File: config.mk
export PLATFORM = sky130hd
export DESIGN_NAME = alu_op_scheduler_flat
export DESIGN_NICKNAME = d
export VERILOG_FILES = /design/src/rtl/alu_op_scheduler_pkg.sv /design/src/rtl/alu_op_scheduler_if.sv /design/src/rtl/alu_op_scheduler_rr_arbiter.sv /design/src/rtl/alu_op_scheduler.sv /design/src/flat_wrapper.sv
export SDC_FILE = /design/constraint.sdc
export NUM_CORES = 1
export LEC_CHECK = 0
export ABC_AREA = 1
export BUFFER_PORTS_ARGS = -buffer_cell sky130_fd_sc_hd__buf_4
export CAP_MARGIN = 15
export CORE_MARGIN = 4
export CORE_UTILIZATION = 25
export CTS_BUF_LIST = sky130_fd_sc_hd__clkbuf_8
export CTS_CLUSTER_SIZE = 20
export DETAILED_ROUTE_END_ITERATION = 8
export SYNTH_ARGS = -nofsm -noshare
export SYNTH_HDL_FRONTEND = slang
export SYNTH_SLANG_ARGS = --single-unit
File: constraint.sdc
create_clock -name clk -period 3.1 [get_ports clk]
set_clock_uncertainty 0.05 [all_clocks]
set_input_delay 0.31 -clock clk [delete_from_list [all_inputs] [get_ports clk]]
set_output_delay 0.31 -clock clk [all_outputs]
set_load 0.1 [all_outputs]
File: src/rtl/alu_op_scheduler_pkg.sv
// Shared types for the ALU op scheduler: opcodes, FSM state names, result width helper.
// No logic here; imported by the interface, arbiter and top.
package alu_sched_pkg;

   typedef enum logic [2:0] {
      no_op  = 3'b000,
      add_op = 3'b001,
      and_op = 3'b010,
      xor_op = 3'b011,
      mul_op = 3'b100,
      rst_op = 3'b111
   } alu_op_e;

   typedef enum logic [1:0] {
      IDLE      = 2'd0,
      ISSUE     = 2'd1,
      WAIT_DONE = 2'd2,
      RESP      = 2'd3
   } sched_state_e;

   function automatic int result_w(input int data_w);
      return 2 * data_w;
   endfunction

endpackage

File: src/rtl/alu_op_scheduler_if.sv
// Requester, ALU and response buses of the scheduler bundled in one interface.
// slave = scheduler view, master = surrounding requesters/ALU/response sink.
// Handshakes are valid/ready; alu_done is a single-cycle pulse with no ready.
interface alu_op_scheduler_if
   import alu_sched_pkg::*;
#(
   parameter int NUM_REQ = 4,
   parameter int DATA_W  = 8
) ();
   localparam int ID_W  = $clog2(NUM_REQ);
   localparam int RES_W = result_w(DATA_W);

   logic [NUM_REQ-1:0]        req_valid;
   logic [NUM_REQ-1:0]        req_ready;
   logic [NUM_REQ*3-1:0]      req_op;
   logic [NUM_REQ*DATA_W-1:0] req_a;
   logic [NUM_REQ*DATA_W-1:0] req_b;

   logic                      alu_valid;
   logic                      alu_ready;
   logic [2:0]                alu_op;
   logic [DATA_W-1:0]         alu_a;
   logic [DATA_W-1:0]         alu_b;
   logic                      alu_done;
   logic [RES_W-1:0]          alu_result;

   logic                      rsp_valid;
   logic                      rsp_ready;
   logic [ID_W-1:0]           rsp_id;
   logic [RES_W-1:0]          rsp_result;
   logic                      rsp_err;
   logic                      spurious_done;

   modport slave (
      input  req_valid, req_op, req_a, req_b,
      output req_ready,
      output alu_valid, alu_op, alu_a, alu_b,
      input  alu_ready, alu_done, alu_result,
      output rsp_valid, rsp_id, rsp_result, rsp_err, spurious_done,
      input  rsp_ready
   );

   modport master (
      output req_valid, req_op, req_a, req_b,
      input  req_ready,
      input  alu_valid, alu_op, alu_a, alu_b,
      output alu_ready, alu_done, alu_result,
      input  rsp_valid, rsp_id, rsp_result, rsp_err, spurious_done,
      output rsp_ready
   );

endinterface

File: src/rtl/alu_op_scheduler_rr_arbiter.sv
// Round-robin pick: first set req bit at or above ptr, wrapping to 0.
// Latency: combinational.
// Backpressure: none; caller decides when the grant is consumed.
module rr_arbiter
   import alu_sched_pkg::*;
#(
   parameter int NUM_REQ = 4,
   parameter int ID_W    = $clog2(NUM_REQ)
) (
   input  logic [NUM_REQ-1:0] req,
   input  logic [ID_W-1:0]    ptr,
   output logic [NUM_REQ-1:0] grant,
   output logic [ID_W-1:0]    idx,
   output logic               any
);

   logic [ID_W:0] sum;

   always_comb begin
      grant = '0;
      idx   = '0;
      any   = 1'b0;
      sum   = '0;
      for (int i = 0; i < NUM_REQ; i++) begin
         sum = {1'b0, ptr} + (ID_W+1)'(i);
         if (sum >= (ID_W+1)'(NUM_REQ)) begin
            sum = sum - (ID_W+1)'(NUM_REQ);
         end
         if (!any && req[sum[ID_W-1:0]]) begin
            any                   = 1'b1;
            idx                   = sum[ID_W-1:0];
            grant[sum[ID_W-1:0]]  = 1'b1;
         end
      end
   end

endmodule

File: src/rtl/alu_op_scheduler.sv
// Shares one non-pipelined ALU among NUM_REQ requesters, round-robin, one op in flight.
// Latency: grant -> alu_valid 1 cycle; ALU handshake/done -> rsp_valid 1 cycle.
// Backpressure: alu_ready stalls ISSUE, rsp_ready stalls RESP; no new grant until the response is taken.
module alu_op_scheduler
   import alu_sched_pkg::*;
#(
   parameter int NUM_REQ = 4,
   parameter int DATA_W  = 8,
   parameter int TIMEOUT = 255
) (
   input logic               clk,
   input logic               rst_n,
   alu_op_scheduler_if.slave bus
);

   localparam int ID_W  = $clog2(NUM_REQ);
   localparam int RES_W = result_w(DATA_W);

   localparam logic [1:0] ST_IDLE  = IDLE;
   localparam logic [1:0] ST_ISSUE = ISSUE;
   localparam logic [1:0] ST_WAIT  = WAIT_DONE;
   localparam logic [1:0] ST_RESP  = RESP;

   typedef struct packed {
      logic [2:0]        op;
      logic [DATA_W-1:0] a;
      logic [DATA_W-1:0] b;
   } op_dat_t;

   logic [1:0]         state;
   logic [ID_W-1:0]    rr_ptr;
   logic [ID_W-1:0]    rr_nxt;
   logic [ID_W-1:0]    id_q;
   logic [NUM_REQ-1:0] gnt_oh;
   logic [ID_W-1:0]    gnt_idx;
   logic               gnt_any;
   op_dat_t            sel_dat;
   op_dat_t            op_q;
   logic [15:0]        wd_cnt;
   logic               alu_valid_q;
   logic               rsp_valid_q;
   logic               rsp_err_q;
   logic [RES_W-1:0]   rsp_result_q;
   logic               spurious_q;
   logic               no_done_op;

   rr_arbiter #(.NUM_REQ(NUM_REQ), .ID_W(ID_W)) u_arb (
      .req   (bus.req_valid),
      .ptr   (rr_ptr),
      .grant (gnt_oh),
      .idx   (gnt_idx),
      .any   (gnt_any)
   );

   always_comb begin
      sel_dat = '0;
      for (int i = 0; i < NUM_REQ; i++) begin
         if (gnt_oh[i]) begin
            sel_dat.op = bus.req_op[i*3 +: 3];
            sel_dat.a  = bus.req_a[i*DATA_W +: DATA_W];
            sel_dat.b  = bus.req_b[i*DATA_W +: DATA_W];
         end
      end
   end

   assign rr_nxt     = (gnt_idx == ID_W'(NUM_REQ - 1)) ? '0 : gnt_idx + 1'b1;
   // The ALU never raises done for these two, so they complete on acceptance.
   assign no_done_op = (op_q.op == no_op) || (op_q.op == rst_op);

   // Grant is only offered while idle; gated by reset so the pulse cannot leak during reset.
   assign bus.req_ready = (rst_n && state == ST_IDLE) ? gnt_oh : '0;

   always_ff @(posedge clk or negedge rst_n) begin
      if (!rst_n) begin
         state        <= ST_IDLE;
         rr_ptr       <= '0;
         id_q         <= '0;
         op_q         <= '0;
         wd_cnt       <= '0;
         alu_valid_q  <= 1'b0;
         rsp_valid_q  <= 1'b0;
         rsp_err_q    <= 1'b0;
         rsp_result_q <= '0;
         spurious_q   <= 1'b0;
      end else begin
         if (bus.alu_done && state != ST_WAIT) begin
            spurious_q <= 1'b1;
         end
         case (state)
            ST_IDLE: begin
               if (gnt_any) begin
                  op_q        <= sel_dat;
                  id_q        <= gnt_idx;
                  rr_ptr      <= rr_nxt;
                  alu_valid_q <= 1'b1;
                  state       <= ST_ISSUE;
               end
            end
            ST_ISSUE: begin
               if (bus.alu_ready) begin
                  alu_valid_q <= 1'b0;
                  if (no_done_op) begin
                     rsp_valid_q  <= 1'b1;
                     rsp_result_q <= '0;
                     rsp_err_q    <= 1'b0;
                     state        <= ST_RESP;
                  end else begin
                     wd_cnt <= '0;
                     state  <= ST_WAIT;
                  end
               end
            end
            ST_WAIT: begin
               // done is checked first so it wins a tie with the watchdog.
               if (bus.alu_done) begin
                  rsp_valid_q  <= 1'b1;
                  rsp_result_q <= bus.alu_result;
                  rsp_err_q    <= 1'b0;
                  state        <= ST_RESP;
               end else if (wd_cnt == 16'(TIMEOUT)) begin
                  rsp_valid_q  <= 1'b1;
                  rsp_result_q <= '0;
                  rsp_err_q    <= 1'b1;
                  state        <= ST_RESP;
               end else begin
                  wd_cnt <= wd_cnt + 16'd1;
               end
            end
            ST_RESP: begin
               if (bus.rsp_ready) begin
                  rsp_valid_q <= 1'b0;
                  state       <= ST_IDLE;
               end
            end
            default: state <= ST_IDLE;
         endcase
      end
   end

   assign bus.alu_valid     = alu_valid_q;
   assign bus.alu_op        = op_q.op;
   assign bus.alu_a         = op_q.a;
   assign bus.alu_b         = op_q.b;
   assign bus.rsp_valid     = rsp_valid_q;
   assign bus.rsp_id        = id_q;
   assign bus.rsp_result    = rsp_result_q;
   assign bus.rsp_err       = rsp_err_q;
   assign bus.spurious_done = spurious_q;

endmodule

File: src/flat_wrapper.sv
// flat-port wrapper written by rule: the top's interface ports become plain ports
module alu_op_scheduler_flat import alu_sched_pkg::*;
#(
   parameter int NUM_REQ = 4,
   parameter int DATA_W  = 8,
   parameter int TIMEOUT = 255
)
  (clk, rst_n, bus_req_valid, bus_req_op, bus_req_a, bus_req_b, bus_req_ready, bus_alu_valid, bus_alu_op, bus_alu_a, bus_alu_b, bus_alu_ready, bus_alu_done, bus_alu_result, bus_rsp_valid, bus_rsp_id, bus_rsp_result, bus_rsp_err, bus_spurious_done, bus_rsp_ready);
  alu_op_scheduler_if #(.NUM_REQ(NUM_REQ), .DATA_W(DATA_W)) bus_i ();
  input logic clk;
  input logic rst_n;
  input wire logic [$bits(bus_i.req_valid)-1:0] bus_req_valid;
  input wire logic [$bits(bus_i.req_op)-1:0] bus_req_op;
  input wire logic [$bits(bus_i.req_a)-1:0] bus_req_a;
  input wire logic [$bits(bus_i.req_b)-1:0] bus_req_b;
  output wire logic [$bits(bus_i.req_ready)-1:0] bus_req_ready;
  output wire logic [$bits(bus_i.alu_valid)-1:0] bus_alu_valid;
  output wire logic [$bits(bus_i.alu_op)-1:0] bus_alu_op;
  output wire logic [$bits(bus_i.alu_a)-1:0] bus_alu_a;
  output wire logic [$bits(bus_i.alu_b)-1:0] bus_alu_b;
  input wire logic [$bits(bus_i.alu_ready)-1:0] bus_alu_ready;
  input wire logic [$bits(bus_i.alu_done)-1:0] bus_alu_done;
  input wire logic [$bits(bus_i.alu_result)-1:0] bus_alu_result;
  output wire logic [$bits(bus_i.rsp_valid)-1:0] bus_rsp_valid;
  output wire logic [$bits(bus_i.rsp_id)-1:0] bus_rsp_id;
  output wire logic [$bits(bus_i.rsp_result)-1:0] bus_rsp_result;
  output wire logic [$bits(bus_i.rsp_err)-1:0] bus_rsp_err;
  output wire logic [$bits(bus_i.spurious_done)-1:0] bus_spurious_done;
  input wire logic [$bits(bus_i.rsp_ready)-1:0] bus_rsp_ready;
  assign bus_i.req_valid = bus_req_valid;
  assign bus_i.req_op = bus_req_op;
  assign bus_i.req_a = bus_req_a;
  assign bus_i.req_b = bus_req_b;
  assign bus_req_ready = bus_i.req_ready;
  assign bus_alu_valid = bus_i.alu_valid;
  assign bus_alu_op = bus_i.alu_op;
  assign bus_alu_a = bus_i.alu_a;
  assign bus_alu_b = bus_i.alu_b;
  assign bus_i.alu_ready = bus_alu_ready;
  assign bus_i.alu_done = bus_alu_done;
  assign bus_i.alu_result = bus_alu_result;
  assign bus_rsp_valid = bus_i.rsp_valid;
  assign bus_rsp_id = bus_i.rsp_id;
  assign bus_rsp_result = bus_i.rsp_result;
  assign bus_rsp_err = bus_i.rsp_err;
  assign bus_spurious_done = bus_i.spurious_done;
  assign bus_i.rsp_ready = bus_rsp_ready;
  alu_op_scheduler #(.NUM_REQ(NUM_REQ), .DATA_W(DATA_W), .TIMEOUT(TIMEOUT)) u_core (.clk(clk), .rst_n(rst_n), .bus(bus_i));
endmodule
# Word level (Yosys, flattened, before mapping)
# Index checks and enable logic that the tools add are counted.
[totals] regBits=61 input_bits=101 output_inout_bits=45 elab_cells=143
[classes] addsub=9 order_cmp=12 eq_ne=15 n_mux=68 n_bitwise=3 n_reduce_logical=24
[op_table] cell="2-to-1 mux 16 bit" n=8
[op_table] cell="2-to-1 mux 19 bit" n=4
[op_table] cell="case mux 16 bit (2 select lines)" n=2
[op_table] cell="2-to-1 mux 2 bit" n=14
[op_table] cell="2-to-1 mux 1 bit" n=23
[op_table] cell="2-to-1 mux 4 bit" n=5
[op_table] cell="adder 16 x 1 -> 16 bit, second input constant" n=1
[op_table] cell="equality test 16 x 8 -> 1 bit, second input constant" n=1
[op_table] cell="< comparator 2 x 3 -> 1 bit, second input constant" n=4
[op_table] cell="!= test 2 bit, second input constant" n=6
[op_table] cell="bitwise OR 4 bit" n=3
[op_table] cell="AND reduction 5 bit" n=2
[op_table] cell=">= comparator 3 bit, second input constant" n=3
[op_table] cell="logical AND 1 bit" n=9
[op_table] cell="binary-select mux 1 bit (select 2 bit)" n=4
[op_table] cell="demux 1 bit (select 2 bit)" n=4
[op_table] cell=">= comparator 2 x 1 -> 1 bit, second input constant" n=4
[op_table] cell="case mux 2 bit (4 select lines)" n=1
[op_table] cell="AND reduction 4 bit" n=2
[op_table] cell="subtractor 2 x 1 -> 2 bit, second input constant" n=4
[op_table] cell="adder 2 x 2 -> 3 bit, second input constant" n=2
[op_table] cell="equality test 2 bit, second input constant" n=3
[op_table] cell="!= test 2 x 1 -> 1 bit, second input constant" n=2
[op_table] cell="case mux 1 bit (2 select lines)" n=2
[op_table] cell="other kinds (15)" n=18

# Logic depth before layout (Yosys ltp)
[logic_depth] word_depth=18 ltp_mapped=15 mapped_depth_nobuf=13

# Modules after synthesis
# Synthesis repeated with hierarchy kept, for this count alone.
[unflattened] hier_cells=551 area_unflattened_um2=4062.6
[modules_own_cells] mod="alu_op_scheduler" instances=1 cells_each=477 area_per_inst_um2=3622.2 seq_area_each_um2=1526.5
[modules_own_cells] mod="rr_arbiter" instances=1 cells_each=74 area_per_inst_um2=440.4 seq_area_each_um2=0.0

# Worst setup path after synthesis
# No wires, ideal clock.
[synth_path] path_kind="register to output" from="register (tool-made name)" to="output bus_req_ready[2]" arrival_time_ns=2.526 required_ns=2.740 setup_slack_ns=0.214 stages_incl_launch_ff=15 path_buffers=3 cell_sequence="dfrtp_1 -> buf_6 -> inv_8 -> ha_1 -> inv_1 -> nand3_1 -> nand2_1 -> nand3_1 -> nor2_2 -> nand2_1 -> nand3_2 -> buf_6 -> buf_6 -> nand2_1 -> inv_1"
[synth_rtl] item="end: declaration" line="flat_wrapper.sv:16" rtl="output wire logic [$bits(bus_i.req_ready)-1:0] bus_req_ready;"

# Worst setup path in the final report
[layout_path] from="register u_core.rr_ptr[1]" to="output bus_req_ready[0]"
[layout_via] elab_chain_len=15 word_cells_on_any_way=60 classes_between="7 x add/sub; 12 x order compare; 28 x mux; 3 x bitwise; 10 x reduce/logical"
[layout_rtl] item="start: declaration" line="alu_op_scheduler.sv:31" rtl="logic [ID_W-1:0] rr_ptr;"
[layout_rtl] item="start signal: assignment" line="alu_op_scheduler.sv:94" rtl="rr_ptr <= rr_nxt;"
[layout_rtl] item="parallel branches: the longest is 13 deep, another holds adder 2 x 1 -> 3 bit"
[layout_rtl] item="2-to-1 mux 4 bit (*)" line="alu_op_scheduler_rr_arbiter.sv:29" rtl="if (!any && req[sum[ID_W-1:0]]) begin"
[layout_rtl] item="2-to-1 mux 4 bit (*)" line="alu_op_scheduler.sv:71" rtl="assign bus.req_ready = (rst_n && state == ST_IDLE) ? gnt_oh : '0;"
# Every way passes the cells marked *. The select of a mux whose other input is x is not followed.

==> results by stage <==
CTS:
- The maximum clock insertion buffer count is 2.
- Clock-pin slew was measured on the worst setup and hold paths at about 70 ps.
- The number of buffers inserted during clock tree synthesis is 9.
- The clock insertion delay at the later pin of the skew report is between 300 and 400 ps.
- TritonCTS built the clock tree.
- The root buffer cell chosen for the clock tree is clkbuf_8.
- The clock drives 61 sinks.
- The clock tree synthesis step divided the H-tree into 3 levels.

Detailed routing:
- The first detailed-routing pass ran for 5 iterations.
- The DRC violation total after the first TritonRoute iteration is 182.
- After detailed routing, the number of remaining DRC violations is 0.
- The count of nets left with antenna violations once routing finished came out at 0.
- The routed design has ~13000 um of wire.
- The total via count after detailed routing is roughly 4100.
- The vias per cell is 4.457.
- In the final routed layout, each cell accounts on average for roughly 14 um.

Setup path:
- The slowest stage of the critical path is the dfrtp_2 cell.
- In this run the critical register-to-register path is launched from u_core.rr_ptr[1].
- The kind of critical path is reg -> out.
- The path depth of the worst reg2reg path is 13.
- The worst setup path is launched from a flip-flop.
- Traced cell by cell, the critical path runs through inv_2 > ha_1 > inv_1 > nand3_1 > nand2_1 > nand3_1 > nor2_2 > nand2_1 > nand3_2 > nand2_1 > inv_1 > buf_6.
- The capturing element type of the critical path is an output port.
- In this run the worst setup path begins at u_core.rr_ptr[1].
- Data on the critical path is required at its endpoint by roughly 2700 ps.
- The critical path's top delay family is simple AND/OR/NAND/NOR gates.
- The peak per-stage delay on the critical path is approximately 480 ps.
- The signal arrival time at the worst endpoint is approximately 2500 ps.
- The number of buffers and inverters on the critical path is 4.
- Along the worst path, the maximum fanout reaches 8.
- The total number of cells along the worst setup path is 12.
- The cell repeated most along the worst path is nand2_1.

Synth:
- The flip-flop cell with the highest count after synthesis is dfrtp_1.
- Summing every instance area after synthesis gives 0.004200 mm^2.
- The warning count from the yosys run is 0.
- The average cell area after synthesis is 7.679 um^2.
- The async set-or-reset flop fraction in the synthesized netlist is 100.0%.
- In this run, distinct cell masters in the synthesized netlist total 44.
- The number of enable flip-flop cells after synthesis is 0.
- The gate count after technology mapping is around 550.
- For this run, the register share of the synthesized area comes to 36.34%.
- The synthesized netlist net count is 660.
- Counting flops and latches in the post-synthesis netlist gives between 60 and 70.

Floorplanning:
- The floorplan step set the die width to about 140 um.
- The number of rows created at floorplan is 47.
- The area of the die is ~0.019 mm^2.
- The placeable core region is 0.01652 mm^2.
- The starting utilization of the core area is about a quarter.
- The floorplan step set the die height to 137.6 um.
- The number of placed I/O pins is roughly 150.

Worst hold path:
- The startpoint identified for the worst hold timing path is bus_alu_done.
- The worst hold-check path type is in -> reg.
- Counting instances, the worst hold path has a depth of 2.

Global route:
- In this run the most used layer during global routing was met2.
- Global routing used a little over a fifth of the available met2 tracks.
- The via count of the first global-routing pass is 3952.
- The overall overflow remaining after global route is 0.
- The met3 demand-to-capacity share in global routing is under 10%.
- For this run, global-route usage on met1 was measured as between 15 and 20%.
- For this run, the total global-route usage over all layers was measured as 13.13%.
- The largest net degree at the start of global routing is between 60 and 70.
- The number of antenna violations at the first check in global routing is 0.
- The first global-routing pass estimated 19810 um of wire.

Timing:
- The worst pin sits at a relative slew slack of between 40% and 50%.
- The smallest clock period supported by the final layout is computed as approximately 2900 ps.
- Setup violations remaining at the end of the flow were counted as 0.
- The number of slew-limit violations in the final report is 0.
- The worst path uses approximately 93% of the clock period.
- The maximum operating frequency is approximately 350 MHz.
- The worst-margin pin slew is ~770 ps.
- The number of hold violations in the final report is 0.
- The post-route worst hold slack is between 100 and 150 ps.

Final layout:
- The number of inserted filler cells in the final layout is between 1500 and 2000.
- Of the cells placed in the final design, the portion with a size suffix greater than 1 is 33.09%.
- The net count reported at finish is between 800 and 900.
- The total inserted antenna cells is 0.
- In the layout the commonest cells are 156 x buf_4, 103 x nand2_1, 67 x inv_1.
- The library cell used most frequently in the layout, excluding fill and tap cells, is buf_4.
- The growth of design area from synthesis to finish is 35.51%.

Placement:
- The half-perimeter wire length after placement is 9483 um.
- The congestion estimate from routability-driven global placement came to approximately 0.84.
- The number of buffers added on ports is approximately 150.

Job:
- The number of maximum-capacitance constraint violations is 0.

Outcome:
- The flow ran to the end, and the final reports show no timing, DRC or antenna violations.
## sequential cells by signal, summed over array words and instances, names as in the netlist, named ones only
name,flops
u_core.bus.alu_op,3
u_core.bus.spurious_done,1
u_core.wd_cnt,16
u_core.bus.rsp_id,2
u_core.state,2
u_core.bus.alu_a,8
u_core.bus.rsp_result,16
u_core.rr_ptr,1
u_core.bus.rsp_err,1
u_core.bus.rsp_valid,1
u_core.bus.alu_valid,1
u_core.bus.alu_b,8
## per-stage QoR
stage / TNS [ps] / area [um^2] / worst slack (ps) / util (%) / cells
after floorplan: 0 / 4200 / 213.9 / - / 547
after global placement: 0 / 5458 / 425.3 / 33.03 / 898
after detailed placement: 0 / 5458 / 352.9 / 33.03 / 898
after CTS: 0 / 5683 / 65.06 / 34.39 / 915
after global routing: -12.78 / 5692 / -12.78 / 34.44 / 915
final: 0 / 5692 / 229.9 / 34.44 / 915
## final cells by class
cell class / instances / area [um^2] / share of cell area, %
clock inverters: 7 / 90.09 / 1.583
well taps: 220 / 275.3 / 4.836
repair buffers: 158 / 1192 / 20.95
multi-input cells: 388 / 2202 / 38.69
flip-flops and latches: 61 / 1528 / 26.84
inverters: 72 / 280.3 / 4.924
clock buffers: 9 / 123.9 / 2.176
## cells by family after synthesis
logic type                 Yosys count  share of synthesized area (%)
xor gates and xnor gates            13                          2.711
buffers and inverters               98                          11.35
adders and majority gates           12                          3.575
DFF                                 61                          36.34
AOI/OAI and AO/OA                  134                          19.93
and+or+nand+nor                    229                          26.09
## synth_stat cells (2+ instances only)
cell type | count | area share (%)
a21boi_0 | 2 | 0.36
a21oi_1 | 53 | 6.3
a21oi_2 | 29 | 6.0
a22oi_1 | 2 | 0.36
buf_2 | 12 | 1.4
buf_4 | 4 | 0.71
buf_6 | 7 | 1.9
clkbuf_1 | 2 | 0.18
dfrtp_1 | 61 | 36
ha_1 | 12 | 3.6
inv_1 | 66 | 5.9
inv_2 | 3 | 0.27
nand2_1 | 103 | 9.2
nand2_2 | 6 | 0.89
nand2_4 | 4 | 1.1
nand3_1 | 51 | 6.1
nand3_2 | 4 | 0.95
nand3b_1 | 2 | 0.36
nand4_1 | 7 | 1.0
nor2_1 | 36 | 3.2
nor3_1 | 5 | 0.60
nor4_1 | 3 | 0.45
o21ai_0 | 30 | 3.6
o21ai_1 | 2 | 0.24
o31ai_1 | 11 | 2.0
xor2_1 | 12 | 2.5
## routing by layer
metal  share of wire, %  vias to the layer above
li1                   -                     2086
met2                 47                      120
met3                7.0                        9
met5                  0                        -
met4                1.0                        0
met1                 45                     1863
## worst paths after layout
kind / endpoint / slack, ps
min in group asynchronous: u_core.bus.rsp_result[13] / 240
min: u_core.bus.spurious_done / 130
max: bus_req_ready[0] / 230
max reg2reg: u_core.bus.alu_b[2] / 530
min reg2reg: u_core.bus.spurious_done / 420
max in group asynchronous: u_core.rr_ptr[1] / 1780
## what timing repair did
action / in CTS / in global routing
hold buffers: 1 / 0
setup endpoints to repair: 1 / 1
hold endpoints to repair: 1 / 0
resized for setup: 1 / 2
setup buffers: 0 / 0
Power is not shown: default switching activity piles up to over one toggle a cycle in this logic, so the estimate is an artifact.
